<file path="src/rtl/reg_file_mp.sv">
// reg_file_mp: multi-port register file with write bypass and a busy
// scoreboard that decode uses to stall on RAW hazards.
module reg_file_mp #(
  parameter int DATA_W   = 16,
  parameter int ADDR_W   = 4,
  parameter int NUM_RD   = 2,
  parameter int ZERO_REG = 1,
  parameter int BYPASS   = 1
) (
  input  logic                     clk,
  input  logic                     rst,
  input  logic                     wen0,
  input  logic [ADDR_W-1:0]        waddr0,
  input  logic [DATA_W-1:0]        wdata0,
  input  logic                     wen1,
  input  logic [ADDR_W-1:0]        waddr1,
  input  logic [DATA_W-1:0]        wdata1,
  input  logic [NUM_RD*ADDR_W-1:0] raddr,
  output logic [NUM_RD*DATA_W-1:0] rdata,
  output logic [NUM_RD-1:0]        rready,
  input  logic                     alloc_en,
  input  logic [ADDR_W-1:0]        alloc_addr,
  output logic                     alloc_err,
  output logic [(1<<ADDR_W)-1:0]   busy_vec
);

  localparam int DEPTH = 1 << ADDR_W;
  localparam bit ZR    = (ZERO_REG != 0);
  localparam bit BP    = (BYPASS != 0);

  logic [DATA_W-1:0] regs [DEPTH];
  logic [DEPTH-1:0]  we0;
  logic [DEPTH-1:0]  we1;
  logic [DEPTH-1:0]  wr_hit;
  logic [DEPTH-1:0]  al_hit;
  logic [DEPTH-1:0]  busy_q;
  logic [DEPTH-1:0]  busy_d;
  logic              err_d;
  logic              alloc_zero;

  // Per-register decode; the zero register never sees writes or allocs.
  always_comb begin
    we0    = '0;
    we1    = '0;
    al_hit = '0;
    for (int i = 0; i < DEPTH; i++) begin
      we0[i]    = wen0 && (waddr0 == ADDR_W'(i));
      we1[i]    = wen1 && (waddr1 == ADDR_W'(i));
      al_hit[i] = alloc_en && (alloc_addr == ADDR_W'(i));
    end
    if (ZR) begin
      we0[0]    = 1'b0;
      we1[0]    = 1'b0;
      al_hit[0] = 1'b0;
    end
  end

  assign wr_hit     = we0 | we1;
  assign alloc_zero = ZR && (alloc_addr == '0);

  // A new producer outranks a retiring one on the same register.
  assign busy_d = (busy_q & ~wr_hit) | al_hit;

  assign err_d = alloc_en
               & busy_q[alloc_addr]
               & ~wr_hit[alloc_addr]
               & ~alloc_zero;

  always_ff @(posedge clk or negedge rst) begin
    if (!rst) begin
      for (int i = 0; i < DEPTH; i++) begin
        regs[i] <= '0;
      end
    end else begin
      for (int i = 0; i < DEPTH; i++) begin
        if (we1[i]) begin
          regs[i] <= wdata1;
        end else if (we0[i]) begin
          regs[i] <= wdata0;
        end
      end
    end
  end

  always_ff @(posedge clk or negedge rst) begin
    if (!rst) begin
      busy_q    <= '0;
      alloc_err <= 1'b0;
    end else begin
      busy_q    <= busy_d;
      alloc_err <= err_d;
    end
  end

  assign busy_vec = busy_q;

  for (genvar p = 0; p < NUM_RD; p++) begin : g_rd
    logic [ADDR_W-1:0] ra;
    logic [DATA_W-1:0] d;
    logic              r;

    assign ra = raddr[p*ADDR_W +: ADDR_W];

    always_comb begin
      d = regs[ra];
      r = !busy_q[ra];
      if (BP) begin
        if (wen1 && (waddr1 == ra)) begin
          d = wdata1;
          r = 1'b1;
        end else if (wen0 && (waddr0 == ra)) begin
          d = wdata0;
          r = 1'b1;
        end
      end
      if (ZR && (ra == '0)) begin
        d = '0;
        r = 1'b1;
      end
    end

    assign rdata[p*DATA_W +: DATA_W] = d;
    assign rready[p]                 = r;
  end

endmodule

</file>
<file path="config.mk">
export PLATFORM = sky130hd
export DESIGN_NAME = reg_file_mp
export DESIGN_NICKNAME = d
export VERILOG_FILES = /design/src/rtl/reg_file_mp.sv
export SDC_FILE = /design/constraint.sdc
export NUM_CORES = 1
export LEC_CHECK = 0
export BUFFER_PORTS_ARGS = -buffer_cell sky130_fd_sc_hd__buf_4
export CORE_ASPECT_RATIO = 0.6
export CORE_UTILIZATION = 56
export DETAILED_ROUTE_END_ITERATION = 10
export HOLD_SLACK_MARGIN = 0.12
export PLACE_DENSITY = 0.79
export SLEW_MARGIN = 10
export SYNTH_ARGS = -nofsm -noshare
export SYNTH_HDL_FRONTEND = slang
export SYNTH_SLANG_ARGS = --single-unit
</file>
<file path="constraint.sdc">
create_clock -name clk -period 1.9 [get_ports clk]
set_input_delay 0.19 -clock clk [delete_from_list [all_inputs] [get_ports clk]]
set_output_delay 0.19 -clock clk [all_outputs]
set_load 0.1 [all_outputs]
</file>
==> results of run 1 <==
## Yosys cell counts, types with 32 or more instances
cell / instances
nor2_1: 199
mux2i_1: 291
mux2_2: 50
mux4_2: 106
clkbuf_1: 114
nand2_1: 122
dfrtp_1: 256
o21ai_0: 36
o21ai_1: 32
buf_2: 45
a221o_1: 33
a21oi_1: 199
## per-layer routing
metal / vias up / share of wire, % / wire (um)
li1: 6705 / - / -
met1: 8223 / 37 / 26000
met2: 1518 / 42 / 29200
met3: 340 / 15 / 10300
met4: 0 / 5.9 / 4130
met5: - / 0 / 0
## state kept, by name, indices dropped and copies added (netlist names)
register / count
regs: 240
busy_vec: 15
alloc_err: 1
## area by class of cell
class                   instances  share of cell area [%]
flip-flops and latches        256                    28.5
well taps                     408                    2.26
multi-input cells            1265                    48.3
repair buffers                380                    16.8
diodes                          1                  0.0111
inverters                       4                  0.0666
clock buffers                  28                    2.96
clock inverters                17                    1.05
## final timing paths
path                                             start                    end  cells past startpoint
worst max-delay path              regs[21]$_DFFE_PN0P_               rdata[5]                      6
worst min-delay path                               rst  regs[176]$_DFFE_PN0P_                      2
worst max register to register  busy_vec[15]$_DFF_PN0_    alloc_err$_DFF_PN0_                      7
worst min register to register   regs[201]$_DFFE_PN0P_  regs[201]$_DFFE_PN0P_                      2
max in group asynchronous                          rst  regs[125]$_DFFE_PN0P_                      3
min in group clk                             wdata1[3]  regs[195]$_DFFE_PN0P_                      4
## cell families after synthesis
logic type | Yosys count | synth area share (%)
DFF | 256 | 36.4
and+or+nand+nor | 439 | 11.3
buffers and inverters | 218 | 5.66
other | 1 | 0.0213
AOI/OAI and AO/OA | 362 | 12.4
xor gates and xnor gates | 16 | 0.797
muxes | 447 | 33.4
## repair_timing
action                     4_1_cts  5_1_grt
setup buffers                   10       15
cloned                           0        0
resized for setup              187       23
hold endpoints to repair       491        0
setup endpoints to repair       34       46
hold buffers                    48        0
pin swaps                       23       15
## power breakdown
group / switching, mW / leakage (nW) / internal, mW
Clock: 2.42 / 0.430 / 3.23
Sequential: 1.24 / 2.98 / 6.87
Combinational: 5.54 / 6.37 / 4.73
Total: 9.20 / 9.78 / 14.8
==> reports/results.ini, run 1 <==
[timing]
slew_violations = 0
min_period_over_period_pct = 146
finalSetupViolCount = 34
fin_ws_ns = -0.871
fin_crit_ns = 2.77
fmaxAchievable_ghz = 0.361
finalHoldWorstSlack_ns = 0.141
setup_tns_ns = -25.78
fin_skew_ns = 0.0120
rsz0062_at_grt = true
worstMarginPinSlew_ns = 1.13
slew_headroom_pct = 24.2
hold_viol_final = 0

[routing]
avgRoutedWirePerCell_um = 29.5
vias = 16800
drt-initial-drc-count = 2727
dr.pass1.iters = 7
wirelength_um = 69600
viasPerCell = 7.12
ant_nets = 0
drc = 0

[die]
rows = 49
die_area_um2 = 32100
coreArea_um2 = 30400
start_util_pct = 57.8
die_w_um = 231
io_pins = 108
die-height_um = 139

[grt]
first_global_vias = 16600
grt_use_met1_pct = 59.0
grt_max_degree = 54
grt_util_met2_pct = 62.2
antenna_found_initial = 0
grt_remaining_overflow = 0
use_met3_pct = 14.6
top_usage_layer = met2
grt_pass1_wl_um = 104000
grtUsageTotal_pct = 43.4

[clocking]
cts_buffers = 25
clk_pin_slew_ns = 0.07
clockRootBuffer = clkbuf_16
clock_path_buffers = 3
cts_tree = built
clock-sinks = 256
h-tree-depth = 1
insertion_delay_ns = 0.56

[yosys]
netlist_top_cells_area = dfrtp_1 36%, mux2i_1 17%, mux4_2 14%, a21oi_1 5.7%, nor2_1 4.2%
async_reset_ff_share_pct = 100
synth_top_area_share_pct = 36.4
synth_area_leader_cell = dfrtp_1
syn_area_um2 = 17600
synth.distinct_cells = 53
syn_nets = 1796
syn_inst = 1739
ys_warn_count = 0
ys_seq_elements = 256
seq_area_frac_synth_pct = 36.4
synth-edff-count = 0
syn-mean-instance-area_um2 = 10.1
synth_ff_type = dfrtp_1

[worst_setup_path]
path_buf_inv = 1
arrival_ns = 2.58
required_ns = 1.71
cpLargestDelayFamily = multiplexers
max_stage_delay_ns = 0.53
crit_slowest_cell = mux4_2
worstPathCellList = mux4_2 -> mux2_4 -> nand2_2 -> o21ai_2 -> a221o_4 -> buf_12
r2r_setup_slack_ns = 0.05
crit_path_start_kind = flop
crit_path_end_kind = primary output
crit_fanout = 3
setup.worst_path.class = reg -> out

[placed_design]
pre_cts_ws_ns = -1.02
dpl.hpwl_um = 44600
io_buffers = 106
routabilityCongestion = 1.04
post-place-cells = 2245
postPlaceCellArea_um2 = 20200

[status]
status = finished, violations left
violations = setup timing

[min_path]
hp-class = in -> async

[job]
maxCapViolations = 0

[final_layout]
final_area_um2 = 22600
fillers = 1995
final_core_util_pct = 74.2
multi_input_area_um2 = 10900
area_growth_pct = 28.3
mostFrequentLayoutCells = 290 x mux2i_1, 260 x buf_4, 241 x dfrtp_1
final_cells = 2359
drive_above_1_share_pct = 33.9
finalNetCount = 1989
regArea_um2 = 6430
mostFrequentLayoutCell = mux2i_1

[power]
worst_ir_drop_vdd_uv = 803
p_total_mw = 24.0
p_per_area_nw_per_um2 = 1060
power.leakage_nw = 9.78

No activity file was read; power rests on OpenSTA's default activity.
==> run 2, diff against run 1 <==
CORE_ASPECT_RATIO = 1.5   (was 0.6)
==> reports/results.ini, run 2 (synthesis results as in run 1) <==
[timing]
worstMarginPinSlew_ns = 0.946
finalHoldWorstSlack_ns = 0.140
slew_headroom_pct = 36.9
finalSetupViolCount = 34
setup_tns_ns = -26.01
fmaxAchievable_ghz = 0.358
hold_viol_final = 0
fin_skew_ns = 0.00911
fin_ws_ns = -0.890
fin_crit_ns = 2.79
min_period_over_period_pct = 147
slew_violations = 0
rsz0062_at_grt = true

[worst_setup_path]
crit_path_start_kind = flop
setup.worst_path.class = reg -> out
arrival_ns = 2.60
r2r_end = alloc_err$_DFF_PN0_
reg2reg_from = busy_vec[11]$_DFF_PN0_
required_ns = 1.71
max_stage_delay_ns = 0.51
crit_slowest_cell = mux4_2
crit_path_end_kind = primary output
crit_fanout = 3
r2r_setup_slack_ns = 0.09
reg2regPathDepth = 6
worstPathCellList = mux4_2 -> mux2_4 -> nand2_4 -> o31ai_4 -> a221o_2 -> buf_12

[min_path]
hp-class = in -> async

[die]
start_util_pct = 56.8
die_area_um2 = 32100
die_w_um = 147
io_pins = 108
die-height_um = 219
coreArea_um2 = 30900
rows = 79

[clocking]
h-tree-depth = 1
clock-sinks = 256
insertion_delay_ns = 0.56
clk_pin_slew_ns = 0.07
cts_tree = built
clockRootBuffer = clkbuf_16
clock_path_buffers = 3
cts_buffers = 26

[final_layout]
regMostFlops = regs
fillers = 1984
mostFrequentLayoutCell = mux2i_1
multi_input_area_um2 = 10900
final_cells = 2375
regArea_um2 = 6440
mostFrequentLayoutCells = 291 x mux2i_1, 272 x buf_4, 239 x dfrtp_1
drive_above_1_share_pct = 33.9
finalNetCount = 2009
area_growth_pct = 29.3
largest_reg_flops = 240
diodes = 0

[grt]
antenna_found_initial = 0
first_global_vias = 17100
grt_max_degree = 48
grt_pass1_wl_um = 102000
grt_remaining_overflow = 0
grtUsageTotal_pct = 42.5

[power]
power.leakage_nw = 9.88
p_per_area_nw_per_um2 = 1030
worst_ir_drop_vdd_uv = 980
p_total_mw = 23.4

[routing]
vias = 16400
drt-initial-drc-count = 1841
drc = 0
ant_nets = 0
dr.pass1.iters = 6
viasPerCell = 6.93
wirelength_um = 67400
avgRoutedWirePerCell_um = 28.4

[placed_design]
dpl.hpwl_um = 42700
io_buffers = 106
post-place-cells = 2264
routabilityCongestion = 0.994

[job]
maxCapViolations = 0

[status]
violations = setup timing
status = finished, violations left

## run 2: cell types whose count changed in the layout (fill, tap and decap cells not counted), sizes merged
cell / change
inv: -1
clkinvlp: -3
clkbuf: +12
buf: +22
clkinv: -2
bufinv: -5
dlygate4sd3: -3
diode: -1
## run 2: final cells by class
class / instances / share of cell area [%]
repair buffers: 399 / 17.9
flip-flops and latches: 256 / 28.3
clock inverters: 6 / 0.171
well taps: 405 / 2.23
multi-input cells: 1265 / 47.9
clock buffers: 40 / 3.41
inverters: 4 / 0.0661
## run 2: what timing repair did
item                                    in CTS  in global routing
resized for setup                          164                 40
hold endpoints to repair                   494                  0
buffers inserted                            11                 14
pin swaps                                   13                  8
hold buffers                                45                  0
endpoints found under the setup margin      34                 34
## run 2: worst max path at each step
stage / start / endpoint / slack (ns) / cells past startpoint
global placement: raddr[4] / rdata[27] / -0.78 / 8
finish: regs[61]$_DFFE_PN0P_ / rdata[29] / -0.89 / 6
detailed placement: raddr[4] / rdata[18] / -0.88 / 8
global route: regs[45]$_DFFE_PN0P_ / rdata[29] / -0.88 / 6
CTS: regs[45]$_DFFE_PN0P_ / rdata[29] / -0.86 / 6
floorplan: raddr[4] / rdata[22] / -0.20 / 7
## run 2: power breakdown
part | internal, mW | total [mW] | leakage [nW] | switching (mW)
clock | 2.80 | 5.08 | 0.394 | 2.28
combinational | 4.80 | 10.2 | 6.51 | 5.45
sequential | 6.87 | 8.05 | 2.98 | 1.18
total | 14.5 | 23.4 | 9.88 | 8.91
## run 2: metrics by stage
| step | setup WS [ns] | util, % | area, um^2 |
|---|---|---|---|
| global route | -0.876 | 73.4 | 22700 |
| global placement | -0.780 | 66.1 | 20500 |
| detailed placement | -0.876 | 66.1 | 20500 |
| finish | -0.890 | 73.4 | 22700 |
| floorplan | -0.200 | - | 18000 |
| CTS | -0.855 | 72.5 | 22400 |
## run 2: worst max-delay path, delay by kind of cell, from the launching register on
kind | cells | cell delay [ns]
buf+inv | 1 | 0.19
simple gates | 1 | 0.08
compound gates | 2 | 0.51
flops | 1 | 0.43
mux | 2 | 0.82
## run 2: per-layer routing
layer | wire (um) | vias up | share of wire (%) | track usage (%)
li1 | - | 6735 | - | -
met2 | 32000 | 1320 | 47 | 69.2
met5 | 0 | - | 0 | 0.156
met4 | 5860 | 0 | 8.7 | 32.9
met1 | 22000 | 7963 | 33 | 46.7
met3 | 7610 | 429 | 11 | 12.3
